--- config.mk ---
export PLATFORM = sky130hd
export DESIGN_NAME = aes_core_arbiter
export DESIGN_NICKNAME = d
export VERILOG_FILES = /design/src/rtl/aes_core_arbiter.sv
export SDC_FILE = /design/constraint.sdc
export NUM_CORES = 2
export LEC_CHECK = 0
export CAP_MARGIN = 5
export CORE_AREA = 2 2 597 599
export CTS_BUF_LIST = sky130_fd_sc_hd__clkbuf_4 sky130_fd_sc_hd__clkbuf_8
export DETAILED_ROUTE_END_ITERATION = 8
export DIE_AREA = 0 0 599 601
export PLACE_DENSITY = 0.37
export SLEW_MARGIN = 20
export SYNTH_ARGS = -nofsm -noshare
export SYNTH_HDL_FRONTEND = slang
export SYNTH_SLANG_ARGS = --single-unit
--- constraint.sdc ---
create_clock -name AES_clk -period 5.5 [get_ports AES_clk]
set_input_delay 1.65 -clock AES_clk [delete_from_list [all_inputs] [get_ports AES_clk]]
set_output_delay 1.65 -clock AES_clk [all_outputs]
set_load 0.005 [all_outputs]
--- src/rtl/aes_core_arbiter.sv ---
// rtl/aes_core_arbiter.sv - round-robin arbiter sharing one AES core between requesters
module aes_core_arbiter #(
  parameter int NUM_REQ        = 4,
  parameter int TIMEOUT_CYCLES = 64,
  parameter int GAP_CYCLES     = 2
) (
  input  logic                       AES_clk,
  input  logic                       AES_rst,
  input  logic [NUM_REQ-1:0]         req_valid,
  input  logic [NUM_REQ*128-1:0]     req_data,
  input  logic [NUM_REQ*128-1:0]     req_key,
  output logic [NUM_REQ-1:0]         req_ready,
  output logic [NUM_REQ-1:0]         rsp_valid,
  output logic [127:0]               rsp_data,
  output logic                       rsp_err,
  output logic                       busy,
  output logic [$clog2(NUM_REQ)-1:0] grant_id,
  output logic                       core_en,
  output logic [127:0]               core_data_in,
  output logic [127:0]               core_key_in,
  input  logic [127:0]               core_data_out,
  input  logic                       core_data_out_valid
);
  localparam int IW = $clog2(NUM_REQ);
  localparam int CW = $clog2(TIMEOUT_CYCLES + 1);
  localparam int GW = $clog2(GAP_CYCLES + 1);

  typedef enum logic [1:0] {IDLE, RUN, DONE, GAP} state_t;

  state_t          state, state_n;
  logic [IW-1:0]   rr_ptr;
  logic [CW-1:0]   run_cnt;
  logic [GW-1:0]   gap_cnt;
  logic            found;
  logic [IW-1:0]   pick;
  logic [IW-1:0]   pick_next;
  logic [127:0]    sel_data;
  logic [127:0]    sel_key;
  logic            run_timeout;

  // First asserted request at or after rr_ptr, wrapping around.
  always_comb begin
    int j;
    found    = 1'b0;
    pick     = '0;
    sel_data = '0;
    sel_key  = '0;
    j        = 0;
    for (int i = 0; i < NUM_REQ; i++) begin
      j = int'(rr_ptr) + i;
      if (j >= NUM_REQ) j = j - NUM_REQ;
      if (!found && req_valid[j]) begin
        found    = 1'b1;
        pick     = IW'(j);
        sel_data = req_data[128*j +: 128];
        sel_key  = req_key[128*j +: 128];
      end
    end
  end

  assign pick_next   = (int'(pick) == NUM_REQ - 1) ? '0 : pick + IW'(1);
  assign run_timeout = (run_cnt == CW'(TIMEOUT_CYCLES));

  always_comb begin
    state_n   = state;
    req_ready = '0;
    rsp_valid = '0;
    core_en   = 1'b0;
    busy      = (state != IDLE);
    case (state)
      IDLE: begin
        if (found) begin
          state_n = RUN;
          if (!AES_rst) req_ready = NUM_REQ'(1) << pick;
        end
      end
      RUN: begin
        core_en = 1'b1;
        if (core_data_out_valid || run_timeout) state_n = DONE;
      end
      DONE: begin
        state_n = GAP;
        if (!AES_rst) rsp_valid = NUM_REQ'(1) << grant_id;
      end
      GAP: begin
        if (gap_cnt == GW'(GAP_CYCLES)) state_n = IDLE;
      end
      default: state_n = IDLE;
    endcase
  end

  always_ff @(posedge AES_clk) begin
    if (AES_rst) begin
      state        <= IDLE;
      rr_ptr       <= '0;
      run_cnt      <= '0;
      gap_cnt      <= '0;
      grant_id     <= '0;
      rsp_data     <= '0;
      rsp_err      <= 1'b0;
      core_data_in <= '0;
      core_key_in  <= '0;
    end else begin
      state <= state_n;
      case (state)
        IDLE: begin
          if (found) begin
            core_data_in <= sel_data;
            core_key_in  <= sel_key;
            grant_id     <= pick;
            rr_ptr       <= pick_next;
            run_cnt      <= CW'(1);
          end
        end
        RUN: begin
          // A valid arriving on the timeout cycle still counts as success.
          if (core_data_out_valid) begin
            rsp_data <= core_data_out;
            rsp_err  <= 1'b0;
          end else if (run_timeout) begin
            rsp_data <= '0;
            rsp_err  <= 1'b1;
          end else begin
            run_cnt <= run_cnt + CW'(1);
          end
        end
        DONE: gap_cnt <= GW'(1);
        GAP:  gap_cnt <= gap_cnt + GW'(1);
        default: ;
      endcase
    end
  end
endmodule

; Yosys cells after proc, flatten, opt, wreduce, memory -nomap -nowiden
; Index checks and enable logic that the tools add are counted.
; Widths: inputs -> output; s select.
[word_totals]
regBits = 400
inputBits = 1159
output_inout_bits = 397
wordCells = 116
[classes]
addsub = 10
order_cmp = 8
n_eq_ne = 11
shift = 10
muxes = 52
reduce_logical = 16
[ops]
columns = operator, n
row1 = $shiftx 512x32->128, 8
row2 = $mux 128, 10
row3 = $lt 32x4->1 const B, 4
row4 = $mux 32, 4
row5 = $mux 7, 3
row6 = $mux 4, 5
row7 = $mux 2, 8
row8 = $mux 1, 15
row9 = $pmux 7 s2, 1
row10 = $sub 3x3->4 const B, 3
row11 = $ne 2x2->1 const B, 5
row12 = $ge 3x3->1 const B, 3
row13 = $bmux 1 s2, 4
row14 = $pmux 2 s4, 1
row15 = $reduce_bool 2->1, 4
row16 = $shl 1x2->4 const A, 2
row17 = $add 7x1->7 const B, 1
row18 = $eq 7x7->1 const B, 1
row19 = $add 2x2->3 const B, 2
row20 = $eq 2x2->1 const B, 3
row21 = $add 2x1->2 const B, 2
row22 = $eq 2x1->1 const B, 2
row23 = $pmux 2 s2, 1
row24 = $reduce_and 2->1, 2
row25 = other kinds (9), 13

; Longest topological paths before layout
[logic_depth]
ltp_word = 19
depth_mapped = 18
ltp_nobuf = 10

; Least setup slack after synthesis
; No wires, ideal clock.
[synth_path]
kind = input port to output port
from = input req_valid[0]
to = output req_ready[0]
t_arrival_ps = 3848
required_ps = 3850
setup_slack_ps = 2
path_stages = 11
path_buffers = 4
cell_sequence = buf_2 or3b_1 a2111oi_4 or2_0 buf_2 buf_2 buf_2 nor2_1 or2_1 ha_1 and2_1
[synth_via]
elab_chain_cells = 17
word_cells_on_any_way = 30
[synth_lines]
columns = element, line
row1 = "start, declared", 9  ; input logic [NUM_REQ-1:0] req_valid,
row2 = $bmux 1 s2, 52  ; if (!found && req_valid[j]) begin
row3 = $mux 1 (implied by the code) (2 in a row), 52
row4 = $mux 1, 52
row5 = $logic_not 1->1, 52
row6 = $logic_and 1x1->1, 52
row7 = $mux 1, 52
row8 = $logic_not 1->1, 52
row9 = $logic_and 1x1->1, 52
row10 = $mux 1, 52
row11 = $logic_not 1->1, 52
row12 = $logic_and 1x1->1, 52
row13 = $mux 2, 52
row14 = $shl 1x2->4, 74  ; if (!AES_rst) req_ready = NUM_REQ'(1) << pick;
row15 = $mux 4, 74
row16 = $mux 4 *, 72  ; if (found) begin
row17 = $mux 4 *, 70  ; case (state)
row18 = "end, declared", 12  ; output logic [NUM_REQ-1:0] req_ready,
; Every way passes the cells marked *; elsewhere a longest branch is shown, timed or not. The select of a mux whose other input is x is not followed.

; Final worst setup path
[layout_path]
from = input req_valid[3]
to = output req_ready[3]
[layout_via]
elab_chain_cells = 17
word_cells_on_any_way = 30
[layout_lines]
columns = element, line
row1 = $bmux 1 s2, 52
row2 = $mux 1 (implied by the code) (2 in a row), 52
row3 = $mux 1, 52
row4 = $logic_not 1->1, 52
row5 = $logic_and 1x1->1, 52
row6 = $mux 1, 52
row7 = $logic_not 1->1, 52
row8 = $logic_and 1x1->1, 52
row9 = $mux 1, 52
row10 = $logic_not 1->1, 52
row11 = $logic_and 1x1->1, 52
row12 = $mux 2 *, 52
row13 = named net pick[0], 35  ; logic [IW-1:0] pick;
row14 = $shl 1x2->4 *, 74
row15 = $mux 4 *, 74
row16 = $mux 4 *, 72
row17 = $mux 4 *, 70
; The timed path passes the listed nets; every way through them passes the cells marked *. The select of a mux whose other input is x is not followed.

==> results.md <==
- Final non-filler cell total: 11500
- Fin crit period: 5.44 ns
- Top cells by count, synth: a21oi_1, nand2_1, mux4_2, clkbuf_1, mux2i_1
- Slowest-stage cell, CP: mux4_4
- Synth Area per Inst: 8.78 sq um
- Count leader, synth: a21oi_1
- Initial antenna violation count: 175
- PD cells: 595 nW/um^2
- Peak VDD IR: 0.648 mV
- LEAKAGE: 0.0220 uW
- Arr. time, crit path: 3.79 ns
- Clock latency on the worst-skew pair: 0.97 ns
- Pwr Total: 42100 uW
- Total Wirelength: 350000 microns
- Slowest cell delay on critical path: 0.63 ns
- Period utilisation layout: 98.8%
- Family with the most delay on the worst path: buffers and inverters
- Max-cap viol count: 0
- Max-slew violation count: 0
- Clock power share: 10.9%
- Most frequent cell on the critical path: dlygate4sd2_1
- Die X: 599 microns
- Hold buffers post-CTS: 0
- Clock root buffer: clkbuf_8
- Critical Path RT: 3.85 ns
- Buf/Inv on CP: 4
- Syn Inst Count: 5418
- FF-to-FF path depth: 10
- Clock skew: 0.130 ns
- Slew HR: 22.2%
- First-pass GRT wire length: 476000 microns
- Status: complete, no violations
- Wire per inst: 30.5 microns
- Via count: 56700
- Gpl congestion: 0.841
- Fmax: 184 MHz
- Critical R2R Launch: rr_ptr[1]
- Synthesis-to-finish area growth: 48.8%
- RSZ-0062 raised after global routing: yes
- Core ar.: 354000 sq um
- Synthesized cell area: 47600 sq um
- Worst slack, placed: -0.688 ns
- Final Hold Fails: 0
- DR iter-0 viols: 5345
- Largest area contributor in the netlist: mux4_2
- Synth warn: 0
- Worst Tran Pin Value: 1.17 ns
- Die height: 601 microns
- GRT busiest layer: met2
- Starting Density: 13.4%
- Largest net degree at the start of global routing: 159
- Setup crit end kind: output pin
- Min-Delay Path Class: reg2reg
- Critical-path cell list: dlygate4sd2_1 -> mux4_4 -> or2_1 -> a22oi_2 -> buf_4 -> inv_1 -> ha_1 -> and2_1 -> dlygate4sd2_1
- Share of layout cells above drive strength 1: 17.0%
- Largest cells by area after synthesis: mux4_2, dfxtp_1, mux2i_1
- Worst hold slack: 0.469 ns
- Grt met2 use: 31.1%
- Setup slack, reg-to-reg: 0.87 ns
- Hold Path Origin: core_data_in[54]
- DP HPWL: 247000 microns
- Yosys cell types: 57
- # IOs: 1556
- Sink Count: 400
- Ratio of routed vias to standard cells: 4.95
- Vias in the first global route: 54900
- Number of synthesized flops with an enable pin: 0
- Crit-path max FO: 4
- Placed cells: 11200
- Drt pass-1 iters: 6
- Internal power: 20700 uW
- Max Root-Sink Buffers: 4
- WS Path Type: in2out
- Worst path depth: 9
- Total CTS buffers: 108
- Total track usage: 18.4%
- Post-route DRC: 0
- Hold Path Depth: 2
- Die area: 360000 sq um
- Post-layout nets: 7706
- Row count: 219
- Critical Path Source Type: input port
- Ys async rst share: 0%
- Post-synth top area share: 24.4%
- CTS clock-pin slew for the worst setup and hold paths: 0.05 ns
- Ys flop type: dfxtp_1
- Seq pwr share: 11.5%
- Grt met1 use: 22.1%
- Seq/Total Area, Yosys: 16.8%
- Fin worst setup slack: 0.0644 ns
- CTS HTree Levels: 3
- Switching part of the total power: 50.8%
- Syn_nets: 6593
- Critical R2R Capture: core_key_in[30]
- Post-synthesis register bit count: 400
- TritonCTS clock tree: yes
- PortBufs: 1555
- Switch Pwr: 21400 uW
- Hold EP: core_data_in[54]
- Post-route ant nets: 0
- Comb pwr share: 77.7%
- Met3 usage: 4.77%
- Final setup fails: 0
- Grt total ovfl: 0
==> worst register-to-register path, cell delays in order, from the launching register on <==
cell and delay (ns):
dfxtp_4 0.39, inv_12 0.09, ha_4 0.33, buf_4 0.18, buf_4 0.59, buf_4 0.69, buf_4 0.91, mux4_2 0.45
a211oi_1 0.08, or4_1 0.56, a211oi_2 0.20
==> final cells by class <==
type	count	area (sq um)
Clock buffer	177	2210
Clock inverter	12	103
Tap cell	4751	5940
Inverter	12	57.6
Fill cell	39000	283000
Timing Repair Buffer	1737	17700
Sequential cell	400	8020
Multi-Input combinational cell	4272	36500
Antenna cell	109	273
==> layer usage <==
| metal | vias up | wire (microns) |
|---|---|---|
| met3 | 590 | 31100 |
| met4 | 52 | 13600 |
| met2 | 3114 | 170000 |
| met1 | 29100 | 135000 |
| met5 | - | 346 |
| li1 | 23900 | - |
==> how the worst max path moves through the flow <==
stage | endpoint | slack [ns] | startpoint
after floorplan | req_ready[0] | 0.002 | req_valid[0]
after global placement | req_ready[2] | -0.75 | req_valid[2]
after detailed placement | req_ready[2] | -0.69 | req_valid[2]
after CTS | req_ready[3] | 0.02 | req_valid[3]
after global routing | req_ready[3] | -0.02 | req_valid[1]
final | req_ready[3] | 0.06 | req_valid[3]
==> cells by family after synthesis <==
kind of cell / count (synthesis) / share of synthesized area (%)
compound gates: 1970 / 28.4
simple gates: 1251 / 12.2
flops: 400 / 16.8
fa+ha+maj: 16 / 0.421
mux: 1033 / 35.3
xor+xnor: 2 / 0.0368
buf+inv: 746 / 6.70
==> placed cells by master (no fill, tap or decap), types with 4 or more instances in the layout <==
cell type	count
dfxtp_1	398
nand2b_1	8
diode_2	109
o21ai_0	49
mux2_2	18
clkbuf_8	141
a22o_1	16
clkbuf_4	36
a22oi_1	128
a221oi_1	17
nand2_1	539
buf_12	58
o211ai_1	272
ha_1	14
a211oi_2	188
dlygate4sd2_1	6
mux2i_1	499
a311oi_1	7
nor3b_1	5
a21oi_1	743
a211oi_1	294
nor2_1	382
nor3_1	23
mux4_2	513
buf_4	122
nor2b_1	18
inv_1	11
o22ai_1	239
clkdlybuf4s50_1	1546
and3_1	5
or4_1	239
clkinv_2	8
and2_1	4
==> metrics by stage <==
stage | util [%] | cell area [sq um] | setup TNS (ns)
finish | 20.0 | 70800 | 0
floorplan | - | 47600 | 0
detailed placement | 19.2 | 68100 | -44.93
global route | 20.0 | 70700 | -0.0181
global placement | 19.2 | 68100 | -37.72
CTS | 19.9 | 70500 | 0
==> sequential cells by signal, indices dropped and copies added (netlist names) <==
signal and flops:
core_data_in 128, rr_ptr 2, core_key_in 128, rsp_err 1, state 2, gap_cnt 2
grant_id 2, rsp_data 128, run_cnt 7
==> power by group through the flow <==
| stage | sequential (uW) | clock [uW] | combinational [uW] |
|---|---|---|---|
| floorplan | 4670 | 0 | 21000 |
| global placement | 4910 | 0 | 32300 |
| detailed placement | 4900 | 0 | 32600 |
| CTS | 4850 | 4780 | 32900 |
| global route | 4950 | 4850 | 34800 |
| finish | 4830 | 4570 | 32700 |
==> timing repair <==
action,4_1_cts,5_1_grt
endpoints found under the setup margin,4,3
pin swaps,2,2
cloned,0,0
setup buffers,3,0
resized for setup,17,2
Note: power is estimated with default switching activity, not from simulation.
